File: config.mk
export PLATFORM = sky130hd
export DESIGN_NAME = lane_gate_arbiter
export DESIGN_NICKNAME = d
export VERILOG_FILES = /design/src/rtl/lane_gate_arbiter.sv
export SDC_FILE = /design/constraint.sdc
export NUM_CORES = 1
export LEC_CHECK = 0
export ABC_CLOCK_PERIOD_IN_PS = 2600
export CORE_MARGIN = 1.5
export CORE_UTILIZATION = 50
export DETAILED_ROUTE_END_ITERATION = 16
export HOLD_SLACK_MARGIN = 0.03
export PLACE_DENSITY = 0.77
export SYNTH_ARGS = -nofsm -noshare
export SYNTH_HDL_FRONTEND = slang
export SYNTH_SLANG_ARGS = --single-unit
File: constraint.sdc
create_clock -name clk -period 2.6 [get_ports clk]
set_clock_uncertainty 0.2 [all_clocks]
set_input_delay 0.26 -clock clk [delete_from_list [all_inputs] [get_ports clk]]
set_output_delay 0.26 -clock clk [all_outputs]
set_load 0.1 [all_outputs]
File: src/rtl/lane_gate_arbiter.sv
// lane_gate_arbiter: controller for one shared barrier lane that serves both
// entry and exit traffic. It grants the lane to one side, opens the gate,
// waits for the vehicle to arrive and clear, and then closes the gate. Each
// completed passage produces one pulse for the vehicle counter.
module lane_gate_arbiter #(
   parameter int OPEN_CYCLES  = 4,
   parameter int CLOSE_CYCLES = 4,
   parameter int PASS_TIMEOUT = 16,
   parameter int CNT_W        = 8
) (
   input  logic       clk,
   input  logic       reset,
   input  logic       entry_req,
   input  logic       exit_req,
   input  logic       parking_full,
   input  logic       vehicle_sensor,
   output logic       entry_grant,
   output logic       exit_grant,
   output logic       gate_open_cmd,
   output logic       entry_passed,
   output logic       exit_passed,
   output logic       entry_blocked,
   output logic       timeout_err,
   output logic       busy,
   output logic [2:0] state_dbg
);

   typedef enum logic [2:0] {
      S_IDLE       = 3'd0,
      S_OPENING    = 3'd1,
      S_WAIT_ENTER = 3'd2,
      S_WAIT_CLEAR = 3'd3,
      S_CLOSING    = 3'd4
   } state_t;

   // Timer reload values. The timer counts down to zero, so a phase that
   // lasts N cycles is loaded with N-1.
   localparam logic [CNT_W-1:0] L_OPEN_LD  = CNT_W'(OPEN_CYCLES - 1);
   localparam logic [CNT_W-1:0] L_PASS_LD  = CNT_W'(PASS_TIMEOUT - 1);
   localparam logic [CNT_W-1:0] L_CLOSE_LD = CNT_W'(CLOSE_CYCLES - 1);
   localparam logic [CNT_W-1:0] L_ZERO     = CNT_W'(0);
   localparam logic [CNT_W-1:0] L_ONE      = CNT_W'(1);

   state_t           r_state;
   logic [CNT_W-1:0] r_timer;
   logic             r_counted;
   logic             r_last_exit;
   logic             r_entry_grant;
   logic             r_exit_grant;
   logic             r_gate;
   logic             r_entry_passed;
   logic             r_exit_passed;
   logic             r_timeout_err;

   logic             w_ent_ok;
   logic             w_ext_ok;
   logic             w_pick_entry;
   logic             w_pick_exit;
   logic             w_timer_zero;

   // A full car park makes entry ineligible. Exits can always be served.
   // When both sides are eligible, the side that was not served last wins.
   assign w_ent_ok     = entry_req & ~parking_full;
   assign w_ext_ok     = exit_req;
   assign w_pick_entry = w_ent_ok & (~w_ext_ok | r_last_exit);
   assign w_pick_exit  = w_ext_ok & ~w_pick_entry;
   assign w_timer_zero = (r_timer == L_ZERO);

   // Lane sequencer: arbitration, gate timing, and the passage/timeout pulses.
   always_ff @(posedge clk or posedge reset) begin
      if (reset) begin
         r_state        <= S_IDLE;
         r_timer        <= L_ZERO;
         r_counted      <= 1'b0;
         r_last_exit    <= 1'b1;
         r_entry_grant  <= 1'b0;
         r_exit_grant   <= 1'b0;
         r_gate         <= 1'b0;
         r_entry_passed <= 1'b0;
         r_exit_passed  <= 1'b0;
         r_timeout_err  <= 1'b0;
      end else begin
         r_entry_passed <= 1'b0;
         r_exit_passed  <= 1'b0;
         r_timeout_err  <= 1'b0;
         case (r_state)
            S_IDLE: begin
               if (w_pick_entry || w_pick_exit) begin
                  r_entry_grant <= w_pick_entry;
                  r_exit_grant  <= w_pick_exit;
                  r_last_exit   <= w_pick_exit;
                  r_gate        <= 1'b1;
                  r_timer       <= L_OPEN_LD;
                  r_counted     <= 1'b0;
                  r_state       <= S_OPENING;
               end else begin
                  r_gate        <= 1'b0;
               end
            end
            S_OPENING: begin
               r_gate <= 1'b1;
               if (w_timer_zero) begin
                  r_timer <= L_PASS_LD;
                  r_state <= S_WAIT_ENTER;
               end else begin
                  r_timer <= r_timer - L_ONE;
               end
            end
            S_WAIT_ENTER: begin
               if (vehicle_sensor) begin
                  r_gate  <= 1'b1;
                  r_state <= S_WAIT_CLEAR;
               end else if (w_timer_zero) begin
                  // Nobody drove through: give up the lane without a count.
                  r_timeout_err <= 1'b1;
                  r_entry_grant <= 1'b0;
                  r_exit_grant  <= 1'b0;
                  r_gate        <= 1'b0;
                  r_timer       <= L_CLOSE_LD;
                  r_state       <= S_CLOSING;
               end else begin
                  r_gate  <= 1'b1;
                  r_timer <= r_timer - L_ONE;
               end
            end
            S_WAIT_CLEAR: begin
               if (!vehicle_sensor) begin
                  r_gate  <= 1'b0;
                  r_timer <= L_CLOSE_LD;
                  r_state <= S_CLOSING;
                  // Only the first clearing of a grant is counted; a safety
                  // reopen during closing returns here with the grant dropped.
                  if (!r_counted) begin
                     r_entry_passed <= r_entry_grant;
                     r_exit_passed  <= r_exit_grant;
                     r_counted      <= 1'b1;
                     r_entry_grant  <= 1'b0;
                     r_exit_grant   <= 1'b0;
                  end else begin
                     r_counted      <= 1'b1;
                  end
               end else begin
                  r_gate <= 1'b1;
               end
            end
            S_CLOSING: begin
               if (vehicle_sensor) begin
                  // Something is under the barrier: reopen at once.
                  r_gate  <= 1'b1;
                  r_state <= S_WAIT_CLEAR;
               end else if (w_timer_zero) begin
                  r_gate  <= 1'b0;
                  r_state <= S_IDLE;
               end else begin
                  r_gate  <= 1'b0;
                  r_timer <= r_timer - L_ONE;
               end
            end
            default: begin
               r_entry_grant <= 1'b0;
               r_exit_grant  <= 1'b0;
               r_gate        <= 1'b0;
               r_timer       <= L_ZERO;
               r_state       <= S_IDLE;
            end
         endcase
      end
   end

   assign entry_grant   = r_entry_grant;
   assign exit_grant    = r_exit_grant;
   assign gate_open_cmd = r_gate;
   assign entry_passed  = r_entry_passed;
   assign exit_passed   = r_exit_passed;
   assign timeout_err   = r_timeout_err;
   assign busy          = (r_state != S_IDLE);
   assign state_dbg     = r_state;
   assign entry_blocked = entry_req & parking_full & (r_state == S_IDLE);

endmodule

### Word level (Yosys, flattened, before mapping)

Index checks and enable logic that the tools add are counted.

| storage, ports and cells | value |
|---|---|
| flip-flop bits (word level) | 19 |
| input bits | 6 |
| logic and storage cells | 88 |

| cells by class | value |
|---|---|
| add/sub/neg operators | 1 |
| equality and inequality tests | 14 |
| muxes and demuxes | 41 |
| bitwise operators | 10 |
| reductions and logical operators | 12 |

Operators with widths:

| cell | count |
|---|---|
| $mux 8 | 7 |
| $pmux 8 s5 | 1 |
| $mux 1 | 21 |
| $mux 3 | 7 |
| $ne 2x2->1 const B | 8 |
| $pmux 3 s5 | 1 |
| $pmux 1 s4 | 3 |
| $reduce_and 5->1 | 2 |
| $logic_not 8->1 | 1 |
| $sub 8x1->8 const B | 1 |
| $eq 3x2->1 const B | 2 |
| $ne 3x3->1 const B | 2 |
| $reduce_and 6->1 | 1 |
| $and 1x1->1 | 5 |
| $not 1->1 | 4 |
| $reduce_or 2->1 | 2 |
| $eq 3x1->1 const B | 1 |
| $eq 3x3->1 const B | 1 |
| $logic_not 3->1 | 1 |
| $reduce_and 3->1 | 1 |
| $reduce_bool 3->1 | 1 |
| $pmux 1 s2 | 1 |
| $reduce_and 2->1 | 1 |
| $reduce_bool 2->1 | 1 |
| other kinds (2) | 2 |

### Logic depth before layout (Yosys ltp)

Gate-level depths: netlist of the first run.

| depth | value |
|---|---|
| depth after elaboration | 8 |
| depth in mapped cells | 8 |
| depth with buffers taken out | 7 |

### Least setup slack after synthesis of the first run

No wires, ideal clock.

| timing path | value |
|---|---|
| path kind | register to register |
| start point | register r_state[1] (netlist: state_dbg[1]) |
| end point | register r_timer[3] |
| setup time | 0.121 ns |
| arrival time | 2.360 ns |
| required time | 2.279 ns |
| setup slack | -0.081 ns |
| cell stages (with the launch flop) | 8 |
| buffers on the path | 1 |
| period minus slack after synthesis | 2.681 ns |
| cells stage by stage | dfrtp_1 > buf_6 > nor3_4 > inv_2 > o311ai_4 > a31oi_4 > o21ai_1 > a22o_1 |

| between the ends | value |
|---|---|
| word-level cells in the longest chain between the ends | 3 |

RTL lines:

| item | RTL line | RTL |
|---|---|---|
| start, declared | 44 | `state_t r_state;` |
| start signal, assigned | 72 | `r_state <= S_IDLE;` |
| start signal, assigned | 95 | `r_state <= S_OPENING;` |
| start signal, assigned | 104 | `r_state <= S_WAIT_ENTER;` |
| $eq 3x3->1 (tied with other cells) | 86 | `case (r_state)` |
| $ne 2x2->1 (no line) | -- |  |
| $reduce_and 5->1 (no line) | -- |  |
| end signal, assigned | 106 | `r_timer <= r_timer - L_ONE;` |
| end signal, assigned | 123 | `r_timer <= r_timer - L_ONE;` |
| end signal, assigned | 156 | `r_timer <= r_timer - L_ONE;` |
| end, declared | 45 | `logic [CNT_W-1:0] r_timer;` |

Several ways; a longest one is shown, not always the timed one.
A chain may end at the register's enable or synchronous reset.

### Final worst setup path of the first run

| timing path | value |
|---|---|
| start point | register r_timer[0] |
| end point | register r_timer[4] |

| between the ends | value |
|---|---|
| word-level cells in the longest chain between the ends | 4 |

RTL lines:

| item | RTL line |
|---|---|
| $sub 8x1->8 / $logic_not 8->1 (equally long branches) | -- |
| $mux 8, on equally long branches | 151, 113 |
| $mux 8, on equally long branches | 147, 110 |
| $pmux 8 s5 | 86 |

Several ways; a longest one is shown, not always the timed one. The select of a mux whose other input is x is not followed.

==> results of run 1 <==
-- layout make-up --
| type | instances | area [µm²] | area share, % |
|---|---|---|---|
| inverters | 5 | 18.8 | 1.33 |
| clock inverters | 1 | 5.00 | 0.355 |
| multi-input cells | 100 | 689 | 48.9 |
| well taps | 28 | 35.0 | 2.48 |
| flip-flops and latches | 19 | 479 | 34.0 |
| repair buffers | 18 | 160 | 11.4 |
| clock buffers | 3 | 22.5 | 1.60 |
-- cell families (layout without fill, tap and decap cells) --
kind of cell,Yosys count,count (layout)
and+or+nand+nor,50,50
AOI/OAI and AO/OA,47,47
DFF,19,19
buffers and inverters,12,27
adders and majority gates,2,2
muxes,1,1
-- synth_stat cells (3+ instances only) --
cell	instances	area, µm²
nand2_1	10	37.5
nor3_1	5	25.0
a21oi_1	10	50.1
nand2b_1	6	37.5
o21ai_1	6	30.0
clkbuf_1	4	15.0
o21a_1	3	22.5
nor2_1	12	45.0
and2_1	3	18.8
dfrtp_1	18	450
a31oi_1	3	18.8
inv_1	4	15.0
o21ai_0	5	25.0
-- flip-flops by register name (all words and copies together) (netlist names) --
register,flops
r_counted,1
entry_passed,1
r_timer,8
entry_grant,1
r_last_exit,1
state_dbg,3
timeout_err,1
exit_grant,1
gate_open_cmd,1
exit_passed,1
-- worst max path at each step --
stage / end / slack [ns]
floorplan: r_timer[3] / 0.08
global placement: r_timer[3] / 0.37
detailed placement: r_timer[3] / 0.31
CTS: r_timer[4] / 0.37
global route: r_timer[3] / 0.19
finish: r_timer[4] / 0.35
-- per-layer routing --
metal	vias up	GRT usage, %	routed length [µm]
met1	514	29.5	1200
li1	514	-	-
met3	2	2.86	69
met4	0	9.40	12
met2	17	37.1	1290
met5	-	0	0
-- worst max-delay path, cell delays in order (launching register included) --
cell and delay, ns:
dfrtp_1 0.43, inv_1 0.14, ha_1 0.18, nor3b_2 0.39
and2_1 0.34, a31oi_4 0.17, a31oi_1 0.19, o22ai_1 0.09
-- power by group through the flow --
stage | Combinational, mW | Clock (mW) | Sequential (mW)
2_1_floorplan | 0.836 | 0 | 0.754
4_1_cts | 1.27 | 0.156 | 0.564
5_1_grt | 1.37 | 0.168 | 0.587
6_report | 1.27 | 0.150 | 0.567
3_3_place_gp | 1.25 | 0 | 0.562
3_5_place_dp | 1.26 | 0 | 0.571
==> results.py, run 1 <==
metrics = {
    "run_status": {
        "outcome": "finished clean",
    },
    "power_and_ir_drop": {
        "powerDensity_nw_per_um2": 1410,
        "ir_drop_mv": 1.16,
        "totalPowerFinal_mw": 1.98,
        "swShare_pct": 55.3,
        "p_seq_share_pct": 28.6,
        "power.share.clock_pct": 7.6,
        "leakage_nw": 0.590,
        "p_int_uw": 887,
        "p_sw_mw": 1.10,
        "comb_power_share_pct": 63.8,
    },
    "synthesis": {
        "syn_inst": 131,
        "yosys.area_share.simple_pct": 24.1,
        "synthesis.nets": 139,
        "ys_seq_area_share_pct": 38.9,
        "synth.avg_cell_area_um2": 9.36,
        "synth_compound_area_share_pct": 29.3,
        "synthMuxAreaShare_pct": 0.816,
        "synthArstFlopShare_pct": 100,
        "synthFlopType": "dfrtp_1",
        "netlist_area_um2": 1230,
        "synth.distinct_cells": 50,
        "yosys_warnings": 0,
        "synthXorXnorAreaFrac_pct": 0,
        "synth_top_family_by_area": "compound AO/OA/AOI/OAI gates",
        "synth_edf_count": 0,
        "ys_ff_latch": 19,
        "yosys.area_share.adder_pct": 2.04,
    },
    "die": {
        "fp-row-count": 17,
        "start_util_pct": 54.4,
        "die_y_um": 52.5,
        "design.core.area_um2": 2250,
        "num_io_pins": 17,
        "die_x_um": 52.5,
        "fp.dieArea_um2": 2760,
    },
    "sta": {
        "post-route-period-util_pct": 86.5,
        "rsz0062_at_grt": "false",
        "tightest_slew_ns": 0.702,
        "fin_crit_ns": 2.25,
        "relSlewSlack_pct": 53.1,
        "hold_slack_ns": 0.154,
        "setup_viol": 0,
        "fin_tns_setup_ns": 0,
        "fmax_mhz": 445,
        "slew_violations": 0,
        "hold_violations": 0,
        "setup_ws_ns": 0.350,
    },
    "global_routing": {
        "first_global_vias": 991,
        "grt-ovfl-total": 0,
        "antenna_found_initial": 0,
        "grt_pass1_wl_um": 4610,
        "track_usage_pct": 22.5,
        "grt_max_degree": 20,
    },
    "cells_and_area": {
        "fillers": 204,
        "layout_commonest_cell": "dfrtp_1",
        "fin_cells": 174,
        "drive_above_1_share_pct": 21.9,
        "syn2layout_area_growth_pct": 15.0,
        "final_util_pct": 62.5,
        "final_cell_area_um2": 1410,
        "final_nets": 155,
        "antenna_cells": 0,
        "final_cell_mix": "dfrtp_1, nor2_1, buf_4, nand2_1, a21oi_1",
    },
    "detailed_routing": {
        "drt-total-wl_um": 2580,
        "drt-initial-drc-count": 27,
        "ant_nets": 0,
        "vias": 1047,
        "drc": 0,
        "vias_per_cell": 6.02,
        "wl_per_cell_um": 14.8,
        "dr.pass1.iters": 4,
    },
    "clock_tree": {
        "cts.sinks": 19,
        "clk_latency_ns": 0.30,
        "cts_buffers": 3,
        "cts_tree": "built",
        "root_buffer": "clkbuf_4",
        "cts_resized": 0,
        "post_cts_buffers": 0,
        "clkSlewWorstSetupHoldPaths_ns": 0.11,
        "h-tree-depth": 1,
        "cts_buffer_depth": 2,
        "hold_buffers": 0,
    },
    "min_path": {
        "hold_class": "input pin to asynchronous set/reset pin",
    },
    "setup_path": {
        "rrSetupSlack_ns": 0.35,
        "cp-startpoint": "r_timer[0]",
        "reg2reg_from": "r_timer[0]",
        "worstPathMaxFanout": 9,
        "reg2reg_depth": 7,
        "worst-setup-path-type": "register to register",
        "worstPathArrival_ns": 2.23,
        "endpoint_kind": "register",
        "worst_ep_required_time_ns": 2.58,
        "reg2reg_to": "r_timer[4]",
        "startpoint_type": "register",
    },
    "job": {
        "maxCapViolCount": 0,
    },
    "placed_design": {
        "dpl.hpwl_um": 1910,
        "post-place-ws_ns": 0.313,
        "dp.cells": 170,
        "place.gp.congestion": 0.881,
        "postPlaceCellArea_um2": 1380,
        "io_buffers": 16,
    },
}
No activity file was read; power rests on OpenSTA's default activity.
==> inputs of run 2 (changes only) <==
--- a/config.mk
+++ b/config.mk
@@ -7,10 +7,11 @@
 export LEC_CHECK = 0
 export ABC_CLOCK_PERIOD_IN_PS = 2600
 export CORE_MARGIN = 1.5
-export CORE_UTILIZATION = 50
+export CORE_UTILIZATION = 45
 export DETAILED_ROUTE_END_ITERATION = 16
 export HOLD_SLACK_MARGIN = 0.03
-export PLACE_DENSITY = 0.77
+export PLACE_DENSITY = 0.71
+export SLEW_MARGIN = 0
 export SYNTH_ARGS = -nofsm -noshare
 export SYNTH_HDL_FRONTEND = slang
 export SYNTH_SLANG_ARGS = --single-unit
==> results.py, run 2 (same netlist as run 1, synthesis figures left out) <==
metrics = {
    "detailed_routing": {
        "ant_nets": 0,
        "wl_per_cell_um": 15.1,
        "vias_per_cell": 5.88,
        "drt-initial-drc-count": 20,
        "vias": 1035,
        "drc": 0,
        "dr.pass1.iters": 4,
        "drt-total-wl_um": 2660,
    },
    "global_routing": {
        "first_global_vias": 1000,
        "track_usage_pct": 18.2,
        "antenna_found_initial": 0,
        "grt_pass1_wl_um": 4570,
        "gr-usage-met3_pct": 2.34,
        "gr-usage-met1_pct": 25.2,
        "grt_max_degree": 20,
        "grtUsageMet2_pct": 29.9,
        "gr-max-usage-layer": "met2",
        "grt-ovfl-total": 0,
    },
    "clock_tree": {
        "hold_buffers": 0,
        "clkSlewWorstSetupHoldPaths_ns": 0.13,
        "clk_latency_ns": 0.31,
        "cts_buffer_depth": 2,
        "root_buffer": "clkbuf_4",
        "post_cts_buffers": 0,
        "cts_buffers": 3,
        "cts.sinks": 19,
        "cts_tree": "built",
        "cts_resized": 0,
        "h-tree-depth": 1,
    },
    "placed_design": {
        "place.gp.congestion": 0.855,
        "dpl.hpwl_um": 1940,
        "dp.cells": 172,
        "post-place-ws_ns": 0.320,
        "postPlaceCellArea_um2": 1390,
        "io_buffers": 16,
    },
    "power_and_ir_drop": {
        "leakage_nw": 0.590,
        "ir_drop_mv": 1.11,
        "powerDensity_nw_per_um2": 1410,
        "totalPowerFinal_mw": 2.00,
    },
    "sta": {
        "fin_tns_setup_ns": 0,
        "relSlewSlack_pct": 50.6,
        "fin_crit_ns": 2.29,
        "tightest_slew_ns": 0.741,
        "fmax_mhz": 436,
        "setup_viol": 0,
        "post-route-period-util_pct": 88.2,
        "slew_violations": 0,
        "hold_slack_ns": 0.154,
        "setup_ws_ns": 0.306,
        "rsz0062_at_grt": "false",
        "hold_violations": 0,
    },
    "die": {
        "die_y_um": 55.2,
        "fp.dieArea_um2": 3050,
        "num_io_pins": 17,
        "design.core.area_um2": 2520,
        "fp-row-count": 18,
        "die_x_um": 55.2,
        "start_util_pct": 48.6,
    },
    "setup_path": {
        "worst-setup-path-type": "register to register",
        "cp-startpoint": "r_timer[0]",
        "reg2reg_depth": 7,
        "worstPathMaxFanout": 9,
        "reg2reg_from": "r_timer[0]",
        "worst_ep_required_time_ns": 2.59,
        "worstPathArrival_ns": 2.29,
        "endpoint_kind": "register",
        "startpoint_type": "register",
    },
    "cells_and_area": {
        "syn2layout_area_growth_pct": 15.2,
        "drive_above_1_share_pct": 21.9,
        "fin_cells": 176,
        "antenna_cells": 0,
        "fillers": 239,
        "registers.top_by_ff_count": "r_timer",
        "largest_register_ffs": 8,
        "final_nets": 155,
        "final_cell_mix": "dfrtp_1, nor2_1, buf_4, nand2_1, a21oi_1",
        "final_util_pct": 56.0,
        "layout_commonest_cell": "dfrtp_1",
        "final_cell_area_um2": 1410,
    },
    "job": {
        "maxCapViolCount": 0,
    },
    "run_status": {
        "outcome": "finished clean",
    },
    "min_path": {
        "hold_class": "input pin to asynchronous set/reset pin",
    },
}
run 2: cell counts in the layout (fill, tap and decap cells not counted):
No cell type changed its count.
run 2: path summary, 6_finish.rpt:
kind / end / slack [ns]
max in group asynchronous: state_dbg[1] / 1.54
min in group clk: r_counted / 0.33
setup / recovery: r_timer[4] / 0.31
hold reg to reg: r_counted / 0.33
hold / removal: r_timer[0] / 0.15
setup reg to reg: r_timer[4] / 0.31
run 2: layer usage:
layer / share of wire, % / vias up
li1: - / 517
met1: 47 / 498
met2: 50 / 18
met3: 2.3 / 2
met4: 0.71 / 0
met5: 0 / -
run 2: cell type report:
type | instances | area [µm²] | area share (%)
multi-input cells | 100 | 689 | 48.8
flip-flops and latches | 19 | 479 | 33.9
repair buffers | 18 | 160 | 11.3
well taps | 30 | 37.5 | 2.66
clock buffers | 3 | 22.5 | 1.59
inverters | 5 | 18.8 | 1.33
clock inverters | 1 | 5.00 | 0.354
run 2: worst max-delay path: stages, from the launching register on:
cell     delay (ns)
dfrtp_1        0.43
inv_1          0.16
ha_1           0.19
nor3b_2        0.36
and2_1         0.35
a31oi_4        0.19
a31oi_1        0.19
o22ai_1        0.10
run 2: power breakdown:
| group | switching, mW | internal, mW | leakage (nW) |
|---|---|---|---|
| Combinational | 0.836 | 0.431 | 0.332 |
| Clock | 0.108 | 0.0575 | 0.0177 |
| Sequential | 0.167 | 0.399 | 0.240 |
